--- src/rtl/vehicle_detect_conditioner.sv ---
// Loop-sensor conditioner for the traffic core: per direction a 2-flop
// synchronizer, a consecutive-sample debouncer and a request FSM that keeps
// the vehicle request alive until green serves it, plus a short tail.

module vehicle_detect_lane #(
  parameter int DEBOUNCE_CYCLES = 4,
  parameter int HOLD_CYCLES     = 8
) (
  input  logic clk,
  input  logic rst_n,
  input  logic sensor_raw,
  input  logic green,
  output logic vehicle_detect,
  output logic stable
);

  localparam int CW = $clog2(DEBOUNCE_CYCLES + 1);
  localparam int HW = (HOLD_CYCLES > 1) ? $clog2(HOLD_CYCLES) : 1;
  localparam logic [CW-1:0] CNT_LAST  = CW'(DEBOUNCE_CYCLES - 1);
  localparam logic [HW-1:0] HOLD_LAST = HW'(HOLD_CYCLES - 1);

  typedef enum logic [1:0] {IDLE, PENDING, SERVING, HOLD} req_state_t;

  logic          sync_meta;
  logic          sync_q;
  logic [CW-1:0] deb_cnt;
  logic [HW-1:0] hold_cnt;
  logic [HW-1:0] hold_next;
  req_state_t    state;
  req_state_t    state_next;

  // Two-flop synchronizer for the asynchronous, glitchy loop sensor
  always_ff @(posedge clk or negedge rst_n) begin
    if (!rst_n) begin
      sync_meta <= 1'b0;
      sync_q    <= 1'b0;
    end else begin
      sync_meta <= sensor_raw;
      sync_q    <= sync_meta;
    end
  end

  // Flip the stable level only after DEBOUNCE_CYCLES consecutive differing samples
  always_ff @(posedge clk or negedge rst_n) begin
    if (!rst_n) begin
      stable  <= 1'b0;
      deb_cnt <= '0;
    end else if (sync_q == stable) begin
      deb_cnt <= '0;
    end else if (deb_cnt == CNT_LAST) begin
      stable  <= sync_q;
      deb_cnt <= '0;
    end else begin
      deb_cnt <= deb_cnt + CW'(1);
    end
  end

  // Request FSM next state; checks are ordered by priority within each state
  always_comb begin
    state_next = state;
    hold_next  = hold_cnt;
    case (state)
      IDLE: begin
        if (stable && green) state_next = SERVING;
        else if (stable)     state_next = PENDING;
      end
      PENDING: begin
        if (green)        state_next = SERVING;
        else if (!stable) state_next = IDLE;
      end
      SERVING: begin
        if (!green) begin
          state_next = stable ? PENDING : IDLE;
        end else if (!stable) begin
          state_next = HOLD;
          hold_next  = HOLD_LAST;
        end
      end
      HOLD: begin
        if (!green)               state_next = IDLE;
        else if (stable)          state_next = SERVING;
        else if (hold_cnt == '0)  state_next = IDLE;
        else                      hold_next  = hold_cnt - HW'(1);
      end
      default: state_next = IDLE;
    endcase
  end

  // State, tail counter and registered request output
  always_ff @(posedge clk or negedge rst_n) begin
    if (!rst_n) begin
      state          <= IDLE;
      hold_cnt       <= '0;
      vehicle_detect <= 1'b0;
    end else begin
      state          <= state_next;
      hold_cnt       <= hold_next;
      vehicle_detect <= (state_next != IDLE);
    end
  end

endmodule

module vehicle_detect_conditioner #(
  parameter int DEBOUNCE_CYCLES = 4,
  parameter int HOLD_CYCLES     = 8
) (
  input  logic i_clk,
  input  logic i_rst_n,
  input  logic i_ns_sensor_raw,
  input  logic i_ew_sensor_raw,
  input  logic i_ns_green,
  input  logic i_ew_green,
  output logic o_ns_vehicle_detect,
  output logic o_ew_vehicle_detect,
  output logic o_ns_stable,
  output logic o_ew_stable
);

  vehicle_detect_lane #(
    .DEBOUNCE_CYCLES (DEBOUNCE_CYCLES),
    .HOLD_CYCLES     (HOLD_CYCLES)
  ) u_ns_lane (
    .clk            (i_clk),
    .rst_n          (i_rst_n),
    .sensor_raw     (i_ns_sensor_raw),
    .green          (i_ns_green),
    .vehicle_detect (o_ns_vehicle_detect),
    .stable         (o_ns_stable)
  );

  vehicle_detect_lane #(
    .DEBOUNCE_CYCLES (DEBOUNCE_CYCLES),
    .HOLD_CYCLES     (HOLD_CYCLES)
  ) u_ew_lane (
    .clk            (i_clk),
    .rst_n          (i_rst_n),
    .sensor_raw     (i_ew_sensor_raw),
    .green          (i_ew_green),
    .vehicle_detect (o_ew_vehicle_detect),
    .stable         (o_ew_stable)
  );

endmodule

--- config.mk ---
export PLATFORM = sky130hd
export DESIGN_NAME = vehicle_detect_conditioner
export DESIGN_NICKNAME = d
export VERILOG_FILES = /design/src/rtl/vehicle_detect_conditioner.sv
export SDC_FILE = /design/constraint.sdc
export NUM_CORES = 1
export LEC_CHECK = 0
export ABC_CLOCK_PERIOD_IN_PS = 1700
export CAP_MARGIN = 25
export CORE_ASPECT_RATIO = 0.9
export CORE_MARGIN = 10
export CORE_UTILIZATION = 55
export CTS_CLUSTER_DIAMETER = 100
export DETAILED_ROUTE_END_ITERATION = 6
export PLACE_DENSITY = 0.76
export SLEW_MARGIN = 20
export SYNTH_ARGS = -nofsm -noshare
export SYNTH_HDL_FRONTEND = slang
export SYNTH_HIERARCHICAL = 1
export SYNTH_SLANG_ARGS = --single-unit
export TNS_END_PERCENT = 5
--- constraint.sdc ---
create_clock -name i_clk -period 1.7 [get_ports i_clk]
set_input_delay 0.34 -clock i_clk [delete_from_list [all_inputs] [get_ports i_clk]]
set_output_delay 0.34 -clock i_clk [all_outputs]
set_load 0.02 [all_outputs]
======== Yosys cells after proc, flatten, opt, wreduce, memory -nomap -nowiden ========
Cells that the tools add are included.
operators by class
  add/sub/neg operators ................... 4
  eq/ne operators ......................... 20
  mux-type cells .......................... 38
  bitwise operators ....................... 2
  reductions and logical operators ........ 14
operators with widths
  kind                 count
  $mux 3               14
  $mux 2               18
  $ne 2x2->1 const B   10
  $pmux 2 s4           2
  $pmux 3 s2           2
  $reduce_and 6->1     2
  $eq 2x2->1 const B   4
  $reduce_bool 2->1    4
  $add 3x1->3 const B  2
  $eq 3x2->1 const B   2
  $logic_not 3->1      2
  $sub 3x1->3 const B  2
  $eq 2x1->1 const B   2
  $logic_not 2->1      2
  $reduce_and 2->1     2
  $eq 1x1->1           2
  $logic_and 1x1->1    2
  $mux 1               2
  $not 1->1            2
storage, ports and cells
  register bits ........................... 24
  bits of input ports ..................... 6
  output and inout port bits .............. 4
  logic and storage cells ................. 92

======== Longest topological paths before layout ========
  depth in word-level cells ............... 6
  gate-level depth with buffers ........... 5
  gate-level depth less buffers ........... 5

======== Hierarchy ========
Netlist, hierarchy kept.
modules (own cells, without submodules)
  module               times used  cells each  area each (sq um)  sequential area each (sq um)
  vehicle_detect_lane  2           50          575.6              300.3

======== Least setup slack after synthesis ========
OpenSTA, ideal clock, no wires.
  path type ............................... reg-to-reg
  from .................................... register u_ew_lane.stable
  to ...................................... register u_ew_lane.hold_cnt[0]
  library setup time ...................... 0.094 ns
  arrival ................................. 1.236 ns
  required time ........................... 1.606 ns
  setup slack ............................. 0.370 ns
  cell stages (with the launch flop) ...... 5
  path buffers ............................ 1
  clock period less this slack ............ 1.330 ns
  path through ............................ dfrtp_1 buf_6 and3b_2 and3_4 a221oi_2
between the ends
  longest elaborated chain between the ends .. 2
  elaborated cells between the ends (all ways) .. 3
  those cells by class .................... eq/ne: 2; reduce/logical: 1
ends and longest elaborated chain
  element                         line  source
  start, declared                 14    output logic stable
  start signal, assigned          51    stable <= sync_q;
  $ne 2x2->1 (no line)            -
  $reduce_and 6->1 (no line) (*)  -
  end signal, assigned            97    hold_cnt <= hold_next;
  end, declared                   27    logic [HW-1:0] hold_cnt;
Mark *: on every way between the ends. The rest lies on a longest branch, timed or not.
A chain may end at the register's enable or synchronous reset.

======== Worst setup path after layout ========
  from .................................... register u_ns_lane.stable
  to ...................................... output o_ns_stable
RTL lines
  element                 line  source
  start, declared         14
  start signal, assigned  51
  end, declared           116   output logic o_ns_stable,
No word-level cell between the ends.

==> run summary <==
The number of maximum-capacitance constraint violations came out at 0. The first-pass iteration count of the detailed router is 4. The synthesized instance count came out at 100.

TritonCTS built the clock tree. The number of synthesized flops with an enable pin came out at 0. After detailed routing, the number of remaining DRC violations is 0. The initial utilization of the core area, before any placement, comes to 0.590.

Based on the critical path, the design can be clocked at up to slightly above 600 MHz. Synthesis produced a netlist with a net count of 112. The flow ran to the end, and the final reports show no timing, DRC or antenna violations. Of the available clock period, the critical path in the final layout requires 0.953. The post-placement worst setup slack is around 140 ps. The share of the synthesized area in the top cell type came out at 0.522.

The average footprint of a synthesized cell came out at 11.5 sq um. The design draws roughly 2 mW. The number of hold buffers added after cts is 0. The number of sinks handled by clock tree synthesis is 24. Counting both buffers and inverters, the worst setup path holds a total of 1. Yosys printed 6 warnings. After floorplanning, the core was divided into 15 placement rows. Wires add up to around 2000 um. The power density over the cells is 1490 mW/mm^2. The total vias in the final route came out at 764. The source-to-sink clock delay at the later pin of the worst-skew pair is 320 ps.

The die covers ~0.0043 sq mm. The die extent in x came out at 68.2 um. The critical path endpoint category is a primary output. The biggest cell delay along the critical path came out at 610 ps. Setup repair after global routing left no endpoint under its margin. The critical path goes through clkdlybuf4s50_1. The slew at the pin with the worst max-slew slack is 370 ps. The final count of negative-setup-slack endpoints came out at 0.

sky130_fd_sc_hd__dfrtp_1 is the most common cell in the netlist. At the end of the flow, the number of nets in the layout was 129. The number of buffers created by CTS came out at 3.

The final clock skew is 11.5 ps. The filler cells instantiated in the layout total 153. The cell area after technology mapping came out at around 0.0012 sq mm. The die span in y came out at 63.4 um. The highest ir drop seen on vdd came out at 0.928 mV.

After detailed routing, the number of vias per cell comes to 5.42. The top cell type by total area after synthesis is sky130_fd_sc_hd__dfrtp_1. The accumulated negative setup slack is 0 ps. The quantity of gates resized following cts is 0.

The via count of the first global-routing pass is approximately 730. By area the synthesized netlist is led by sky130_fd_sc_hd__dfrtp_1, sky130_fd_sc_hd__ha_1, sky130_fd_sc_hd__nor2_1. The flip-flop and latch area came out at 601 sq um. The data required time of the worst path is about 1400 ps. After routing the design area is 0.00134 sq mm. The normalized max-slew margin came out at 0.753. The cell at the root of the clock tree is sky130_fd_sc_hd__clkbuf_4. The area of the multi-input gates came out at 505 sq um.

Input and output buffers added on the ports amount to 9. The routed wirelength normalized by instance count came out at 13.9 um. The largest net degree at the start of global routing is 25. For this run, the total global-route usage over all layers was measured as 0.102. The highest fanout seen on the critical path came out at 2. The clock-pin slew reported for the worst setup and hold paths after clock tree synthesis is 130 ps.

The hold violation count in the final report is 0. The fraction of synthesis flops using an asynchronous set or reset pin is 1.00. The longest clock path from root to sink contains 2 buffers. The leakage power came out at about 0.64 nW.

The total overflow reported by the global router is 0. STA puts the critical path data arrival time at ~1300 ps. The first-pass GRT wire length is 3460 um. The total inserted antenna cells came out at 0. Compared with the post-synthesis result, the final layout area differs by 16.6%. Among all flip-flop cells after synthesis, the most frequent one is sky130_fd_sc_hd__dfrtp_1.

The proportion of layout cells with a drive suffix above 1 is 0.181. The number of different library cells used by synthesis comes to 24. The critical path class is flop to primary output. After synthesis the netlist holds a flip-flop and latch count of 24. Among cell families on the critical path, the largest total delay comes from buffers and inverters. The first routing iteration left 38 violations. For this design the top-level I/O count stands at 10. The proportion of synthesized chip area in sequential cells came out at 0.522.

The post-place instance area came out at roughly 0.0013 sq mm. The cell at the slowest stage of the critical path is sky130_fd_sc_hd__clkdlybuf4s50_1. The last weighted congestion value of the routability-driven placer is 0.725. The minimum setup slack in the final design is 79.6 ps. The type of the most critical hold path is primary input to asynchronous set/reset pin. The final max-slew violation count is 0. STA classifies the critical path startpoint as a flop. The post-layout minimum cycle time came out at 1620 ps. Across all hold checks on the routed design, the worst slack comes to between 300 and 400 ps. The detailed placement HPWL came out at 1460 um.

The initial antenna violation count came out at 0. The post-detailed-route count of antenna-violating nets is 0. The post-CTS setup buffer count is 0. The region available for standard cell placement spans slightly below 0.002 sq mm. Ranked by instance count, the synthesized netlist is headed by sky130_fd_sc_hd__dfrtp_1, sky130_fd_sc_hd__nor2_1, sky130_fd_sc_hd__ha_1, sky130_fd_sc_hd__inv_1.

The number of H-tree branching levels came out at 1.
-- worst paths after layout --
kind / startpoint / to / slack, ps / depth (start not counted)
setup / recovery: u_ns_lane/stable$_DFFE_PN0P_ / o_ns_stable / 80 / 1
hold / removal: i_rst_n / u_ew_lane/vehicle_detect$_DFF_PN0_ / 350 / 2
setup reg to reg: u_ns_lane/hold_cnt[0]$_DFFE_PN0P_ / u_ns_lane/state[0]$_DFF_PN0_ / 190 / 5
hold reg to reg: u_ew_lane/sync_meta$_DFF_PN0_ / u_ew_lane/sync_q$_DFF_PN0_ / 370 / 0
max in group asynchronous: i_rst_n / u_ns_lane/hold_cnt[1]$_DFFE_PN0P_ / 1110 / 2
min in group i_clk: u_ew_lane/sync_meta$_DFF_PN0_ / u_ew_lane/sync_q$_DFF_PN0_ / 370 / 0
-- logic make-up (layout without fill, tap and decap cells) --
group / count (synthesis) / after routing / share of synthesized area
AND/OR/NAND/NOR: 36 / 36 / 0.189
flip-flops: 24 / 24 / 0.522
AO/OA/AOI/OAI: 22 / 22 / 0.150
buffers and inverters: 8 / 24 / 0.0391
adder cells (fa/ha/maj): 6 / 6 / 0.0652
XOR/XNOR: 2 / 2 / 0.0152
multiplexers: 2 / 2 / 0.0196
-- cells in the final DEF (no fill, tap or decap), drive strengths merged, types with 3 or more instances in the layout --
cell,count
clkdlybuf4s50,8
and3,4
ha,6
nor2b,4
a211oi,4
inv,6
o21a,4
dfrtp,24
nand2,4
and3b,4
nor2,10
nor3b,4
a21oi,4
buf,5
clkbuf,3
nand2b,4
-- cell type report --
cell class                 count  share of cell area
sequential                    24               0.447
multi-input combinational     68               0.377
timing repair buffer          14              0.0969
tap                           25              0.0233
clock inverter                 1              0.0224
clock buffer                   3              0.0168
inverter                       6              0.0168
-- registers in the layout, summed over array words and instances, names as in the netlist, 2 cells and up --
name / flops
u_ew_lane/deb_cnt: 3
u_ew_lane/state: 2
u_ew_lane/hold_cnt: 3
u_ns_lane/hold_cnt: 3
u_ns_lane/deb_cnt: 3
u_ns_lane/state: 2
-- where the power goes --
group / leakage [nW] / internal (mW) / switching (mW)
Combinational: 0.331 / 0.365 / 0.344
Sequential: 0.279 / 0.747 / 0.142
Clock: 0.0279 / 0.239 / 0.170
Total: 0.638 / 1.35 / 0.656
-- routing by layer --
metal / vias up / global-route usage / wire (um)
met5: - / 0 / 0
met4: 0 / 0.0377 / 33
met3: 4 / 0.0459 / 94
met2: 9 / 0.145 / 935
met1: 374 / 0.131 / 902
li1: 377 / - / -
-- per-stage QoR --
stage	util	std cells
finish	0.688	141
global route	0.688	141
CTS	0.687	141
detailed placement	0.660	137
global placement	0.660	137
floorplan	-	100
(Power assumes the default switching activity.)
